## src/rtl/dcache_pkg.sv

```systemverilog
// ---------------------------------------------------------------------------
// dcache_pkg
// Shared definitions for the direct-mapped, write-back data cache:
//   - address field widths (tag / index / offset) and block width
//   - cache controller state encoding
//   - load/store opcodes shared with the control unit
//   - byte select / byte merge helpers used by the cache storage
// ---------------------------------------------------------------------------
package dcache_pkg;

  localparam int NUM_BLOCKS  = 8;
  localparam int BLOCK_BYTES = 4;
  localparam int TAG_W       = 3;
  localparam int INDEX_W     = 3;
  localparam int OFFSET_W    = 2;
  localparam int BLOCK_W     = 32;
  localparam int MEM_ADDR_W  = TAG_W + INDEX_W;

  typedef enum logic [1:0] {
    IDLE      = 2'd0,
    WRITEBACK = 2'd1,
    FETCH     = 2'd2,
    UPDATE    = 2'd3
  } state_t;

  // Memory-access opcodes, kept in step with the control unit decoder.
  localparam logic [7:0] OP_LWD = 8'h0E;
  localparam logic [7:0] OP_LWI = 8'h0F;
  localparam logic [7:0] OP_SWD = 8'h10;
  localparam logic [7:0] OP_SWI = 8'h11;

  // Pick one byte out of a block; offset 0 is the least significant byte.
  function automatic logic [7:0] sel_byte(input logic [BLOCK_W-1:0]  blk,
                                          input logic [OFFSET_W-1:0] off);
    case (off)
      2'd0:    sel_byte = blk[7:0];
      2'd1:    sel_byte = blk[15:8];
      2'd2:    sel_byte = blk[23:16];
      2'd3:    sel_byte = blk[31:24];
      default: sel_byte = blk[7:0];
    endcase
  endfunction

  // Replace one byte of a block, leaving the other three untouched.
  function automatic logic [BLOCK_W-1:0] merge_byte(input logic [BLOCK_W-1:0]  blk,
                                                    input logic [OFFSET_W-1:0] off,
                                                    input logic [7:0]          b);
    merge_byte = blk;
    case (off)
      2'd0:    merge_byte[7:0]   = b;
      2'd1:    merge_byte[15:8]  = b;
      2'd2:    merge_byte[23:16] = b;
      2'd3:    merge_byte[31:24] = b;
      default: merge_byte[7:0]   = b;
    endcase
  endfunction

endpackage

```

## src/rtl/dcache_array.sv

```systemverilog
// ---------------------------------------------------------------------------
// dcache_array
// Tag / valid / dirty / data storage for the data cache. Reads are
// combinational on i_index; writes happen on the rising clock edge.
// Ports:
//   i_clk, i_rst_n   clock, synchronous active-low reset (clears valid/dirty)
//   i_index          line being read and written
//   i_fill_en        write a whole line (tag, data, valid=1, dirty=0)
//   i_fill_tag/data  line contents for a fill
//   i_byte_en        store one byte into the line and mark it dirty
//   i_offset/i_byte  byte position and value for a store
//   o_valid/o_dirty/o_tag/o_data  current contents of line i_index
// ---------------------------------------------------------------------------
module dcache_array
  import dcache_pkg::*;
(
  input  logic                i_clk,
  input  logic                i_rst_n,
  input  logic [INDEX_W-1:0]  i_index,
  input  logic                i_fill_en,
  input  logic [TAG_W-1:0]    i_fill_tag,
  input  logic [BLOCK_W-1:0]  i_fill_data,
  input  logic                i_byte_en,
  input  logic [OFFSET_W-1:0] i_offset,
  input  logic [7:0]          i_byte,
  output logic                o_valid,
  output logic                o_dirty,
  output logic [TAG_W-1:0]    o_tag,
  output logic [BLOCK_W-1:0]  o_data
);

  logic [NUM_BLOCKS-1:0] r_valid;
  logic [NUM_BLOCKS-1:0] r_dirty;
  logic [TAG_W-1:0]      r_tag  [NUM_BLOCKS];
  logic [BLOCK_W-1:0]    r_data [NUM_BLOCKS];

  // Line status bits: reset invalidates every line, fills and stores update one.
  always_ff @(posedge i_clk) begin
    if (!i_rst_n) begin
      r_valid <= {NUM_BLOCKS{1'b0}};
      r_dirty <= {NUM_BLOCKS{1'b0}};
    end else if (i_fill_en) begin
      r_valid[i_index] <= 1'b1;
      r_dirty[i_index] <= 1'b0;
    end else if (i_byte_en) begin
      r_dirty[i_index] <= 1'b1;
    end
  end

  // Tag and data payload; contents are don't-care until the valid bit is set.
  always_ff @(posedge i_clk) begin
    if (i_rst_n && i_fill_en) begin
      r_tag[i_index]  <= i_fill_tag;
      r_data[i_index] <= i_fill_data;
    end else if (i_rst_n && i_byte_en) begin
      r_data[i_index] <= merge_byte(r_data[i_index], i_offset, i_byte);
    end
  end

  assign o_valid = r_valid[i_index];
  assign o_dirty = r_dirty[i_index];
  assign o_tag   = r_tag[i_index];
  assign o_data  = r_data[i_index];

endmodule

```

## src/rtl/data_cache.sv

```systemverilog
// ---------------------------------------------------------------------------
// data_cache
// Direct-mapped, write-back data cache (8 lines x 4 bytes) between the CPU
// datapath and a 32-bit-block data memory.
// CPU side:    CLK, RESET (sync, active low), READ, WRITE, ADDRESS,
//              WRITEDATA -> READDATA, BUSYWAIT (stall)
// Memory side: mem_read, mem_write, mem_address, mem_writedata (registered)
//              <- mem_readdata, mem_busywait
// Build option: define DCACHE_STATS_EN to add hit_count / miss_count
// outputs (16-bit, saturating, cleared by reset).
// ---------------------------------------------------------------------------
module data_cache
  import dcache_pkg::*;
(
  input  logic                  CLK,
  input  logic                  RESET,
  input  logic                  READ,
  input  logic                  WRITE,
  input  logic [7:0]            ADDRESS,
  input  logic [7:0]            WRITEDATA,
  output logic [7:0]            READDATA,
  output logic                  BUSYWAIT,
  output logic                  mem_read,
  output logic                  mem_write,
  output logic [MEM_ADDR_W-1:0] mem_address,
  output logic [BLOCK_W-1:0]    mem_writedata,
  input  logic [BLOCK_W-1:0]    mem_readdata,
  input  logic                  mem_busywait
`ifdef DCACHE_STATS_EN
  ,
  output logic [15:0]           hit_count,
  output logic [15:0]           miss_count
`endif
);

  state_t                r_state;
  state_t                w_next_state;
  logic                  r_mem_read;
  logic                  r_mem_write;
  logic [MEM_ADDR_W-1:0] r_mem_address;
  logic [BLOCK_W-1:0]    r_mem_writedata;
  logic [BLOCK_W-1:0]    r_fill;
  logic [7:0]            r_readdata;

  logic [TAG_W-1:0]      w_tag;
  logic [INDEX_W-1:0]    w_index;
  logic [OFFSET_W-1:0]   w_offset;
  logic                  w_valid;
  logic                  w_dirty;
  logic [TAG_W-1:0]      w_stored_tag;
  logic [BLOCK_W-1:0]    w_line;
  logic                  w_hit;
  logic                  w_req;
  logic                  w_rd_hit;
  logic                  w_wr_hit;

  assign w_tag    = ADDRESS[7:5];
  assign w_index  = ADDRESS[4:2];
  assign w_offset = ADDRESS[1:0];
  assign w_hit    = w_valid && (w_stored_tag == w_tag);
  assign w_req    = READ || WRITE;
  // WRITE wins when both strobes are high, so a read hit needs WRITE low.
  assign w_rd_hit = (r_state == IDLE) && READ && !WRITE && w_hit;
  assign w_wr_hit = (r_state == IDLE) && WRITE && w_hit;

  dcache_array u_array (
    .i_clk       (CLK),
    .i_rst_n     (RESET),
    .i_index     (w_index),
    .i_fill_en   (r_state == UPDATE),
    .i_fill_tag  (w_tag),
    .i_fill_data (r_fill),
    .i_byte_en   (w_wr_hit),
    .i_offset    (w_offset),
    .i_byte      (WRITEDATA),
    .o_valid     (w_valid),
    .o_dirty     (w_dirty),
    .o_tag       (w_stored_tag),
    .o_data      (w_line)
  );

  // Controller next-state: a miss evicts a dirty line before fetching.
  always_comb begin
    w_next_state = r_state;
    case (r_state)
      IDLE: begin
        if (w_req && !w_hit) begin
          if (w_dirty) begin
            w_next_state = WRITEBACK;
          end else begin
            w_next_state = FETCH;
          end
        end else begin
          w_next_state = IDLE;
        end
      end
      WRITEBACK: begin
        if (mem_busywait) begin
          w_next_state = WRITEBACK;
        end else begin
          w_next_state = FETCH;
        end
      end
      FETCH: begin
        if (mem_busywait) begin
          w_next_state = FETCH;
        end else begin
          w_next_state = UPDATE;
        end
      end
      UPDATE:  w_next_state = IDLE;
      default: w_next_state = IDLE;
    endcase
  end

  // State, memory strobes (registered from the next state so mem_busywait
  // never loops back combinationally), fill buffer and last load byte.
  always_ff @(posedge CLK) begin
    if (!RESET) begin
      r_state         <= IDLE;
      r_mem_read      <= 1'b0;
      r_mem_write     <= 1'b0;
      r_mem_address   <= {MEM_ADDR_W{1'b0}};
      r_mem_writedata <= {BLOCK_W{1'b0}};
      r_fill          <= {BLOCK_W{1'b0}};
      r_readdata      <= 8'h00;
    end else begin
      r_state     <= w_next_state;
      r_mem_read  <= (w_next_state == FETCH);
      r_mem_write <= (w_next_state == WRITEBACK);
      case (w_next_state)
        WRITEBACK: begin
          r_mem_address   <= {w_stored_tag, w_index};
          r_mem_writedata <= w_line;
        end
        FETCH: begin
          r_mem_address   <= ADDRESS[7:2];
          r_mem_writedata <= {BLOCK_W{1'b0}};
        end
        default: begin
          r_mem_address   <= {MEM_ADDR_W{1'b0}};
          r_mem_writedata <= {BLOCK_W{1'b0}};
        end
      endcase
      if ((r_state == FETCH) && !mem_busywait) begin
        r_fill <= mem_readdata;
      end
      if (w_rd_hit) begin
        r_readdata <= sel_byte(w_line, w_offset);
      end
    end
  end

  // CPU-facing outputs: a read hit is served in the same cycle, otherwise
  // the last loaded byte is held.
  always_comb begin
    READDATA = r_readdata;
    BUSYWAIT = 1'b1;
    if (w_rd_hit) begin
      READDATA = sel_byte(w_line, w_offset);
    end else begin
      READDATA = r_readdata;
    end
    if (r_state == IDLE) begin
      BUSYWAIT = w_req && !w_hit;
    end else begin
      BUSYWAIT = 1'b1;
    end
  end

  assign mem_read      = r_mem_read;
  assign mem_write     = r_mem_write;
  assign mem_address   = r_mem_address;
  assign mem_writedata = r_mem_writedata;

`ifdef DCACHE_STATS_EN
  logic        r_pending;
  logic [15:0] r_hit_count;
  logic [15:0] r_miss_count;

  // Count each request once, on its first IDLE cycle; r_pending marks the
  // re-check after a fill so it is not counted again as a hit.
  always_ff @(posedge CLK) begin
    if (!RESET) begin
      r_pending    <= 1'b0;
      r_hit_count  <= 16'h0000;
      r_miss_count <= 16'h0000;
    end else if ((r_state == IDLE) && w_req) begin
      if (r_pending) begin
        r_pending <= !w_hit;
      end else if (w_hit) begin
        if (r_hit_count != 16'hFFFF) begin
          r_hit_count <= r_hit_count + 16'h0001;
        end
      end else begin
        r_pending <= 1'b1;
        if (r_miss_count != 16'hFFFF) begin
          r_miss_count <= r_miss_count + 16'h0001;
        end
      end
    end
  end

  assign hit_count  = r_hit_count;
  assign miss_count = r_miss_count;
`endif

endmodule

```

## config.mk

```make
export PLATFORM = sky130hd
export DESIGN_NAME = data_cache
export DESIGN_NICKNAME = d
export VERILOG_FILES = /design/src/rtl/dcache_pkg.sv /design/src/rtl/dcache_array.sv /design/src/rtl/data_cache.sv
export SDC_FILE = /design/constraint.sdc
export NUM_CORES = 1
export LEC_CHECK = 0
export BUFFER_PORTS_ARGS = -buffer_cell sky130_fd_sc_hd__buf_4
export CAP_MARGIN = 15
export CELL_PAD_IN_SITES_DETAIL_PLACEMENT = 1
export CELL_PAD_IN_SITES_GLOBAL_PLACEMENT = 2
export CORE_ASPECT_RATIO = 1.25
export CORE_MARGIN = 4
export CORE_UTILIZATION = 28
export CTS_BUF_LIST = sky130_fd_sc_hd__clkbuf_16
export DETAILED_ROUTE_END_ITERATION = 8
export MAX_ROUTING_LAYER = met4
export PLACE_DENSITY_LB_ADDON = 0.1
export SYNTH_ARGS = -nofsm -noshare
export SYNTH_HDL_FRONTEND = slang
export SYNTH_SLANG_ARGS = --single-unit
```

## constraint.sdc

```tcl
create_clock -name CLK -period 14.37 [get_ports CLK]
set_input_delay 1.437 -clock CLK [delete_from_list [all_inputs] [get_ports CLK]]
set_output_delay 1.437 -clock CLK [all_outputs]
set_load 0.02 [all_outputs]
```

# Yosys cells after proc, flatten, opt, wreduce, memory -nomap -nowiden
# Memories as Yosys holds them, arrays and structs flattened.
# Cells that the tools add are included.
# W data, S select, Z words.
[op_classes]
order_cmp = 2
n_eq_ne = 9
muxes = 35
bitwise_logic = 5
n_reduce_logical = 19
[ops]
columns = ["operator", "n"]
rows = [
  ["$mux W8", 15],
  ["$mux W32", 1],
  ["$pmux W8 S4", 1],
  ["$or A8 B8 Y8", 2],
  ["$pmux W6 S2", 1],
  ["$logic_and A1 B1 Y1", 11],
  ["$eq A2 B2 Y1 const B", 5],
  ["$mux W1", 10],
  ["$and A8 B8 Y8", 1],
  ["$not A8 Y8", 1],
  ["$pmux W2 S4", 1],
  ["$bmux W1 S3", 2],
  ["$eq A2 B1 Y1 const B", 3],
  ["$mux W2", 3],
  ["$logic_not A2 Y1", 2],
  ["$lt A3 B4 Y1 const B", 1],
  ["$demux W1 S3", 1],
  ["$eq A3 B3 Y1", 1],
  ["$ge A3 B1 Y1 const B", 1],
  ["$logic_not A1 Y1", 3],
  ["$reduce_and A2 Y1", 1],
  ["$reduce_bool A2 Y1", 1],
  ["$logic_or A1 B1 Y1", 1],
  ["$or A1 B1 Y1", 1],
]
[totals]
regBits = 98
ramBits = 280
word_cells = 81
mem_count = 2
[memory_table]
columns = ["memory", "words", "word_bits", "read_ports", "rd_ports_with_merged_regs", "wr", "line_no", "text"]
rows = [
  ["u_array.r_data", 8, 32, 1, 0, 1, "dcache_array.sv:35", "logic [BLOCK_W-1:0] r_data [NUM_BLOCKS];"],
  ["u_array.r_tag", 8, 3, 1, 0, 1, "dcache_array.sv:34", "logic [TAG_W-1:0] r_tag [NUM_BLOCKS];"],
]

# Longest topological paths before layout
# Gate-level depths: netlist of the first run.
[depth]
ltp_word = 9
ltp_mapped = 14

# Hierarchy
# From an unflattened synthesis of the first run, not the netlist that was laid out.
[unflattened]
hier_cells = 1005
area_unflattened_um2 = 15429.8
[modules_own_cells]
columns = ["mod", "instances", "cells_per_inst", "area_per_inst_um2"]
rows = [
  ["dcache_array", 1, 684, 12438.2],
  ["data_cache", 1, 321, 2991.6],
]

# Worst setup path before layout of the first run
# Ideal clock, no wire load.
[synth_path]
path_type = "input to register"
start = "input port ADDRESS[2]"
end = "memory u_array.r_data[1][0], enable pin"
setup_ns = 0.502
t_arrival_ns = 5.944
required_ns = 13.868
path_slack_ns = 7.925
stages = 8
path_buffers = 2
path_cell_list = "buf_6 buf_6 mux2i_1 o22ai_1 or3_4 a21oi_4 a21boi_1 nor4_1"
[synth_via]
elab_chain_cells = 9
elab_cells_between_ends = 11
classes_between = "eq/ne (1); mux (5); bitwise (1); reduce/logical (3); memory (1)"
[synth_rtl]
columns = ["element", "line_no", "text"]
rows = [
  ["start: declaration", "data_cache.sv:19", "input logic [7:0] ADDRESS,"],
  ["$mem_v2 Z8 W3 or $bmux W1 S3 (tied branches)", "-", ""],
  ["$eq A3 B3 Y1 or $mux W1 (tied branches)", "data_cache.sv:60, dcache_array.sv:60", ""],
  ["$logic_and A1 B1 Y1", "data_cache.sv:60", "assign w_hit = w_valid && (w_stored_tag == w_tag);"],
  ["$logic_and A1 B1 Y1", "data_cache.sv:64", "assign w_wr_hit = (r_state == IDLE) && WRITE && w_hit;"],
  ["$logic_and A1 B1 Y1", "dcache_array.sv:55", "end else if (i_rst_n && i_byte_en) begin"],
  ["$mux W1", "dcache_array.sv:55", ""],
  ["$mux W1", "dcache_array.sv:52", "if (i_rst_n && i_fill_en) begin"],
  ["$mux W1 (not written as such)", "dcache_array.sv:56", "r_data[i_index] <= merge_byte(r_data[i_index], i_offset, i_byte);"],
  ["$or A1 B1 Y1 (no source line)", "-", ""],
  ["end: declaration", "dcache_array.sv:35", ""],
]
# Several ways; a longest one is shown, not always the timed one. The select of a mux whose other input is x is not followed.

# Final worst setup path of the first run
[layout_path]
start = "input port ADDRESS[2]"
end = "output port READDATA[5]"
[layout_via]
elab_chain_cells = 5
elab_cells_between_ends = 9
classes_between = "eq/ne (1); mux (4); reduce/logical (2); memory (2)"
[layout_rtl]
columns = ["element", "line_no", "text"]
rows = [
  ["$mem_v2 Z8 W3 or $bmux W1 S3 (tied branches)", "-", ""],
  ["$eq A3 B3 Y1 or $mux W1 (tied branches)", "data_cache.sv:60, dcache_array.sv:60", ""],
  ["$logic_and A1 B1 Y1", "data_cache.sv:60", ""],
  ["$logic_and A1 B1 Y1", "data_cache.sv:63", "assign w_rd_hit = (r_state == IDLE) && READ && !WRITE && w_hit;"],
  ["$mux W8 *", "-", ""],
  ["end: declaration", "data_cache.sv:21", "output logic [7:0] READDATA,"],
]
# Every way passes the cells marked *; elsewhere a longest branch is shown, timed or not. The select of a mux whose other input is x is not followed.

==> results of run 1 <==
[worst max-delay path, stage by stage]
cell,delay [ns]
buf_4,0.51
buf_4,0.59
nor2b_1,0.70
a22oi_1,0.20
nor2_1,0.14
a21oi_1,0.08
mux4_2,0.56
a21oi_1,0.19
buf_4,0.16
[registers in the layout, summed over array words and instances (netlist names), named ones only]
register         flops
mem_address          6
r_fill              32
mem_writedata       32
mem_write            1
u_array.r_data     256
mem_read             1
u_array.r_valid      8
u_array.r_tag       24
r_state              2
r_readdata           8
[cell families after synthesis]
group / synth area share
fa+ha+maj: 0.00246
mux: 0.112
simple gates: 0.0788
compound gates: 0.102
buf+inv: 0.0260
flops: 0.679
[stage by stage]
step                      hold slack (ns)  utilization
final                               0.454        0.340
after global routing                0.478        0.340
after CTS                           0.457        0.339
after detailed placement            0.442        0.312
after global placement              0.436        0.312
after floorplan                     0.421            -
[routing by layer]
metal  global-route usage  wire, um  part of all wire
met1                0.215     21500              0.41
met2                0.320     27400              0.52
met3               0.0245      1550             0.030
met4               0.0624      1870             0.036
met5                    -         0                 0
[area by class of cell]
cell class	count	area (um2)
repair buffers	129	988
flip-flops and latches	378	10400
multi-input cells	632	4560
clock buffers	45	1130
inverters	8	30.0
well taps	727	910
clock inverters	35	303
fillers	5710	35600
[worst max-delay path by stage]
stage               startpoint              endpoint  slack [ns]  cells past startpoint
CTS                 ADDRESS[4]           READDATA[0]        8.07                      9
finish              ADDRESS[2]           READDATA[5]        8.26                      9
detailed placement  ADDRESS[4]           READDATA[0]        8.07                      9
global route        ADDRESS[2]           READDATA[5]        8.00                      9
floorplan           ADDRESS[2]  u_array.r_data[1][0]        7.92                      8
global placement    ADDRESS[4]           READDATA[3]        8.09                      9
[layout by cell type (no fill, tap or decap), types with 22 or more instances in the layout]
master / n
a21oi_1: 64
buf_4: 128
clkbuf_16: 45
dfxtp_1: 98
edfxtp_1: 280
mux2_1: 30
mux2_2: 22
mux2i_1: 51
mux4_2: 27
nand2_1: 113
nor2_1: 82
o21ai_0: 48
[where the power goes]
group / internal (mW) / total (mW) / switching (mW)
logic: 0.0594 / 0.178 / 0.119
clock network: 0.658 / 1.12 / 0.462
registers: 1.18 / 1.19 / 0.0108
total: 1.90 / 2.49 / 0.591
==> flow_metrics.py, run 1 <==
metrics = {
    "synthesis": {
        "synth.ff_latch_count": 378,
        "synth_area_um2": 15300,
        "synth_nets": 1144,
        "yosys.area.top_type": "edfxtp_1",
        "syn_area_per_cell_um2": 14.0,
        "yosysWarningCount": 0,
        "ys_seq_area_frac": 0.679,
        "yosysMostFrequentCell": "edfxtp_1",
        "ys.flop_type": "edfxtp_1",
        "synth_top_area_frac": 0.550,
        "yosys.cell_types.count": 62,
        "yosys-top-cells-area": "edfxtp_1 (55%), dfxtp_1 (13%), mux4_2 (4.0%), mux2i_1 (3.3%), nand2_1 (2.8%)",
        "synth_edf_count": 280,
        "synthTopCellsByCount": "edfxtp_1 (280), nand2_1 (113), dfxtp_1 (98)",
        "syn-instance-count": 1088,
        "synth_async_sr_flop_share": 0,
    },
    "job": {
        "max_cap_viol_count": 0,
    },
    "floorplan": {
        "initial_utilization": 0.284,
        "fp.coreArea_um2": 53800,
        "fp.dieH_um": 269,
        "fp.dieArea_um2": 58400,
        "ioPinCount": 102,
        "rows": 95,
        "die_w_um": 217,
    },
    "clocking": {
        "cts.clk_slew.worst_paths_ns": 0.06,
        "numClockSinks": 378,
        "cts.htree.levels": 2,
        "insertion_delay_ns": 0.57,
        "holdBufCountCts": 0,
        "root_buffer": "clkbuf_16",
        "tritoncts": "built",
        "ctsResizeCount": 0,
        "cts_buffers": 43,
        "cts_setup_buffers": 0,
        "cts_max_path_buffers": 3,
    },
    "final_layout": {
        "area_growth_pct": 19.7,
        "layout.nets": 1248,
        "postLayoutCellArea_um2": 18300,
        "diodes": 0,
        "drive_above_1_share": 0.213,
        "instances_no_fill": 1954,
    },
    "place": {
        "dpl_cell_area_um2": 16800,
        "hpwl_um": 33800,
        "placedCellCount": 1872,
        "place.port_buffers": 101,
        "pre_cts_slack_ns": 8.07,
        "gp_congestion": 0.735,
    },
    "routing": {
        "antenna_left": 0,
        "drc_errors": 0,
        "drt_iter0_markers": 513,
        "drt_first_pass_iters": 5,
        "vias": 9656,
        "routedWlPerCell_um": 26.7,
        "via_per_inst": 4.94,
        "finalWirelength_um": 52300,
    },
    "power_and_ir_drop": {
        "vdd_drop_max_v": 0.0000866,
        "leakage_nw": 6.66,
        "cellPowerDensity_nw_per_um2": 136,
        "p_total_mw": 2.49,
    },
    "status": {
        "status": "finished clean",
    },
    "min_path": {
        "hold_path.class": "reg -> reg",
        "min_from": "u_array.r_valid[7]",
        "hold_path_depth": 1,
        "holdPathEnd": "u_array.r_valid[7]",
    },
    "setup_path": {
        "cp-end-kind": "output port",
        "arrival_ns": 4.67,
        "r2r_start": "r_state[1]",
        "cp.required_ns": 12.93,
        "crit_type": "in -> out",
        "r2r-end": "u_array.r_data[0][10]",
        "path_max_fanout": 41,
        "rrSetupSlack_ns": 10.83,
        "r2r_cells": 5,
        "cp-start-kind": "primary input",
    },
    "timing": {
        "setup_ws_ns": 8.26,
        "rsz0062_at_grt": "false",
        "period_share": 0.425,
        "maxSlewViolCount": 0,
        "worst-slew-pin-transition_ns": 1.12,
        "period_needed_ns": 6.11,
        "timing.slew.headroom": 0.250,
        "fin_tns_setup_ns": 0,
        "fmax_mhz": 164,
        "setup_viol": 0,
        "hold_viol": 0,
        "skew_ns": 0.0224,
    },
    "global_routing": {
        "grt.total_usage": 0.182,
        "antenna_found_initial": 1,
        "grt_first_pass_wirelength_um": 75300,
        "first_global_vias": 10400,
        "overflow": 0,
        "grt_max_degree": 59,
    },
}
No activity file was read; power rests on OpenSTA's default activity.
==> inputs of run 2 (changes only) <==
- ABC_AREA: default -> 1
- clock period: 14.37 -> 6.3 ns (I/O delays scaled with it)
==> run 2 against run 1 <==
Compared with the run above: clock-buffer cell count up 2; area after synthesis up 5.1%; via count up 21%; first-iteration DRC count down 0.78%; die area up 4.9%; utilization down 0.42 points; worst setup slack worse by 6.5 ns; global-route usage up 0.49 points; wire length up 7.3%; combinational power up 150%; clock skew down 0.0056 ns; largest power group unchanged.
==> flow_metrics.py, run 2 <==
metrics = {
    "status": {
        "status": "finished clean",
    },
    "global_routing": {
        "antenna_found_initial": 0,
        "met1_usage": 0.220,
        "first_global_vias": 12200,
        "grt_first_pass_wirelength_um": 82300,
        "busiest_layer": "met2",
        "met2_usage": 0.333,
        "globalRouteMet3Util": 0.0277,
        "overflow": 0,
        "grt.total_usage": 0.187,
        "grt_max_degree": 83,
    },
    "floorplan": {
        "fp.dieArea_um2": 61300,
        "ioPinCount": 102,
        "rows": 97,
        "fp.dieH_um": 276,
        "fp.coreArea_um2": 56400,
        "initial_utilization": 0.285,
        "die_w_um": 222,
    },
    "setup_path": {
        "crit_type": "in -> out",
        "r2r-end": "u_array.r_data[7][12]",
        "crit_cells": 14,
        "cp-start-kind": "primary input",
        "critPathMostFrequentCell": "nand2_1",
        "crit_start": "ADDRESS[2]",
        "r2r_cells": 12,
        "arrival_ns": 3.90,
        "rrSetupSlack_ns": 3.24,
        "path_buf_inv": 4,
        "cp.required_ns": 5.67,
        "max_stage_delay_ns": 0.73,
        "crit_path_top_delay_cell": "buf_4",
        "crit_chain": "buf_4 -> inv_4 -> buf_4 -> nand2_1 -> nand2_1 -> nand2_1 -> nand2_1 -> nand2_1 -> nand2_1 -> nand2_1 -> nand4_1 -> nand3_1 -> nand2_1 -> buf_4",
        "crit_end": "READDATA[4]",
        "r2r_start": "u_array.r_tag[5][0]",
        "cp-end-kind": "output port",
        "critical_path.top_delay_family": "buffers and inverters",
        "path_max_fanout": 70,
    },
    "synthesis": {
        "yosysWarningCount": 0,
        "syn-instance-count": 1692,
        "synth_top_area_frac": 0.524,
        "syn_area_per_cell_um2": 9.49,
        "yosys.area.top_type": "edfxtp_1",
        "synth_area_um2": 16100,
        "synth.ff_latch_count": 378,
        "ys.flop_type": "edfxtp_1",
        "ys_seq_area_frac": 0.646,
        "yosys.cell_types.count": 35,
        "synth_async_sr_flop_share": 0,
        "synth_edf_count": 280,
        "yosys-top-cells-area": "edfxtp_1 (52%), nand2_1 (18%), dfxtp_1 (12%), a21oi_1 (3.1%), inv_1 (2.9%)",
        "synthTopCellsByCount": "nand2_1 (750), edfxtp_1 (280), inv_1 (126)",
        "synth_nets": 1748,
        "yosysMostFrequentCell": "nand2_1",
    },
    "place": {
        "hpwl_um": 35500,
        "place.port_buffers": 101,
        "dpl_cell_area_um2": 17600,
        "gp_congestion": 0.750,
    },
    "routing": {
        "drc_errors": 0,
        "antenna_left": 0,
        "drt_first_pass_iters": 4,
        "via_per_inst": 4.55,
        "finalWirelength_um": 56100,
        "vias": 11700,
        "drt_iter0_markers": 509,
        "routedWlPerCell_um": 21.9,
    },
    "timing": {
        "period_share": 0.719,
        "period_needed_ns": 4.53,
        "hold_viol": 0,
        "rsz0062_at_grt": "false",
        "timing.slew.headroom": 0.319,
        "setup_viol": 0,
        "fmax_mhz": 221,
        "skew_ns": 0.0168,
        "fin_tns_setup_ns": 0,
        "maxSlewViolCount": 0,
        "worst-slew-pin-transition_ns": 1.02,
    },
    "final_layout": {
        "postLayoutCellArea_um2": 18900,
        "final_cell_mix": "nand2_1 (750), edfxtp_1 (280), inv_1 (138)",
        "diodes": 0,
        "layout.nets": 1839,
        "area_growth_pct": 17.9,
        "largest_reg_flops": 256,
        "regMostFlops": "u_array.r_data",
        "final_common_cell": "nand2_1",
        "drive_above_1_share": 0.140,
    },
    "clocking": {
        "cts.clk_slew.worst_paths_ns": 0.06,
        "insertion_delay_ns": 0.58,
        "cts.htree.levels": 2,
        "tritoncts": "built",
        "cts_max_path_buffers": 3,
        "ctsResizeCount": 0,
        "numClockSinks": 378,
        "root_buffer": "clkbuf_16",
        "cts_setup_buffers": 0,
        "holdBufCountCts": 0,
        "cts_buffers": 45,
    },
    "power_and_ir_drop": {
        "p_int_mw": 4.21,
        "cellPowerDensity_nw_per_um2": 296,
        "seq_power_share": 0.489,
        "leakage_nw": 7.84,
        "combPwrFrac": 0.079,
        "vdd_drop_max_v": 0.000196,
        "p_sw_frac": 0.248,
        "clock_power_share": 0.432,
        "p_total_mw": 5.61,
        "p_switching_mw": 1.39,
    },
    "min_path": {
        "hold_path.class": "in -> reg",
    },
    "job": {
        "max_cap_viol_count": 0,
    },
}
[run 2: cells by family (layout without fill, tap and decap cells)]
| logic type | Yosys count | in the layout | share of synthesized area |
|---|---|---|---|
| AND/OR/NAND/NOR | 890 | 890 | 0.219 |
| flip-flops | 378 | 378 | 0.646 |
| buffers and inverters | 215 | 342 | 0.0592 |
| AO/OA/AOI/OAI | 206 | 206 | 0.0732 |
| adder cells (fa/ha/maj) | 3 | 3 | 0.00234 |
[run 2: worst min-delay path by stage]
stage,start,end,slack [ns],cells after the start
global route,mem_readdata[0],r_fill[0],0.33,3
detailed placement,flip-flop,flip-flop,0.44,2
CTS,mem_readdata[4],r_fill[4],0.31,3
global placement,flip-flop,flip-flop,0.44,2
finish,mem_readdata[17],r_fill[17],0.34,3
floorplan,r_fill[0],r_fill[0],0.42,2
[run 2: cell type report]
type	count	area, um2
multi-input combinational	1099	4800
fill	6445	37500
inverter	137	529
timing repair buffer	122	941
clock inverter	36	183
clock buffer	47	1180
sequential	378	10400
tap	742	928
[run 2: stage by stage]
| stage | utilization | setup slack, ns | hold WS, ns | std cells |
|---|---|---|---|---|
| 2_1_floorplan | - | 2.77 | 0.423 | 1692 |
| 6_report | 0.335 | 1.77 | 0.342 | 2561 |
| 3_5_place_dp | 0.311 | 1.71 | 0.443 | 2478 |
| 3_3_place_gp | 0.311 | 1.72 | 0.436 | 2478 |
| 5_1_grt | 0.335 | 1.49 | 0.332 | 2561 |
| 4_1_cts | 0.335 | 1.75 | 0.309 | 2561 |
[run 2: worst reg2reg max path, stage by stage (launching register included)]
cell,delay [ns]
edfxtp_1,0.37
inv_1,0.07
nand2_1,0.07
nand3_2,0.11
nand2_1,0.12
o21bai_2,0.15
nand2_1,0.10
nor2_4,0.18
nand2_4,0.09
inv_6,0.10
nand3_4,0.50
buf_4,0.56
o21ai_2,0.42
[run 2: routing by layer]
layer | share of wire | routed length, um
met1 | 0.42 | 23800
met2 | 0.52 | 28900
met3 | 0.028 | 1600
met4 | 0.031 | 1710
met5 | 0 | 0
[run 2: power groups by stage]
| stage | clock network (mW) | logic (mW) | registers (mW) |
|---|---|---|---|
| floorplan | 0 | 0.261 | 2.78 |
| finish | 2.42 | 0.442 | 2.74 |
| CTS | 2.50 | 0.457 | 2.74 |
| global route | 2.62 | 0.499 | 2.74 |
| detailed placement | 0 | 0.456 | 2.80 |
| global placement | 0 | 0.455 | 2.80 |
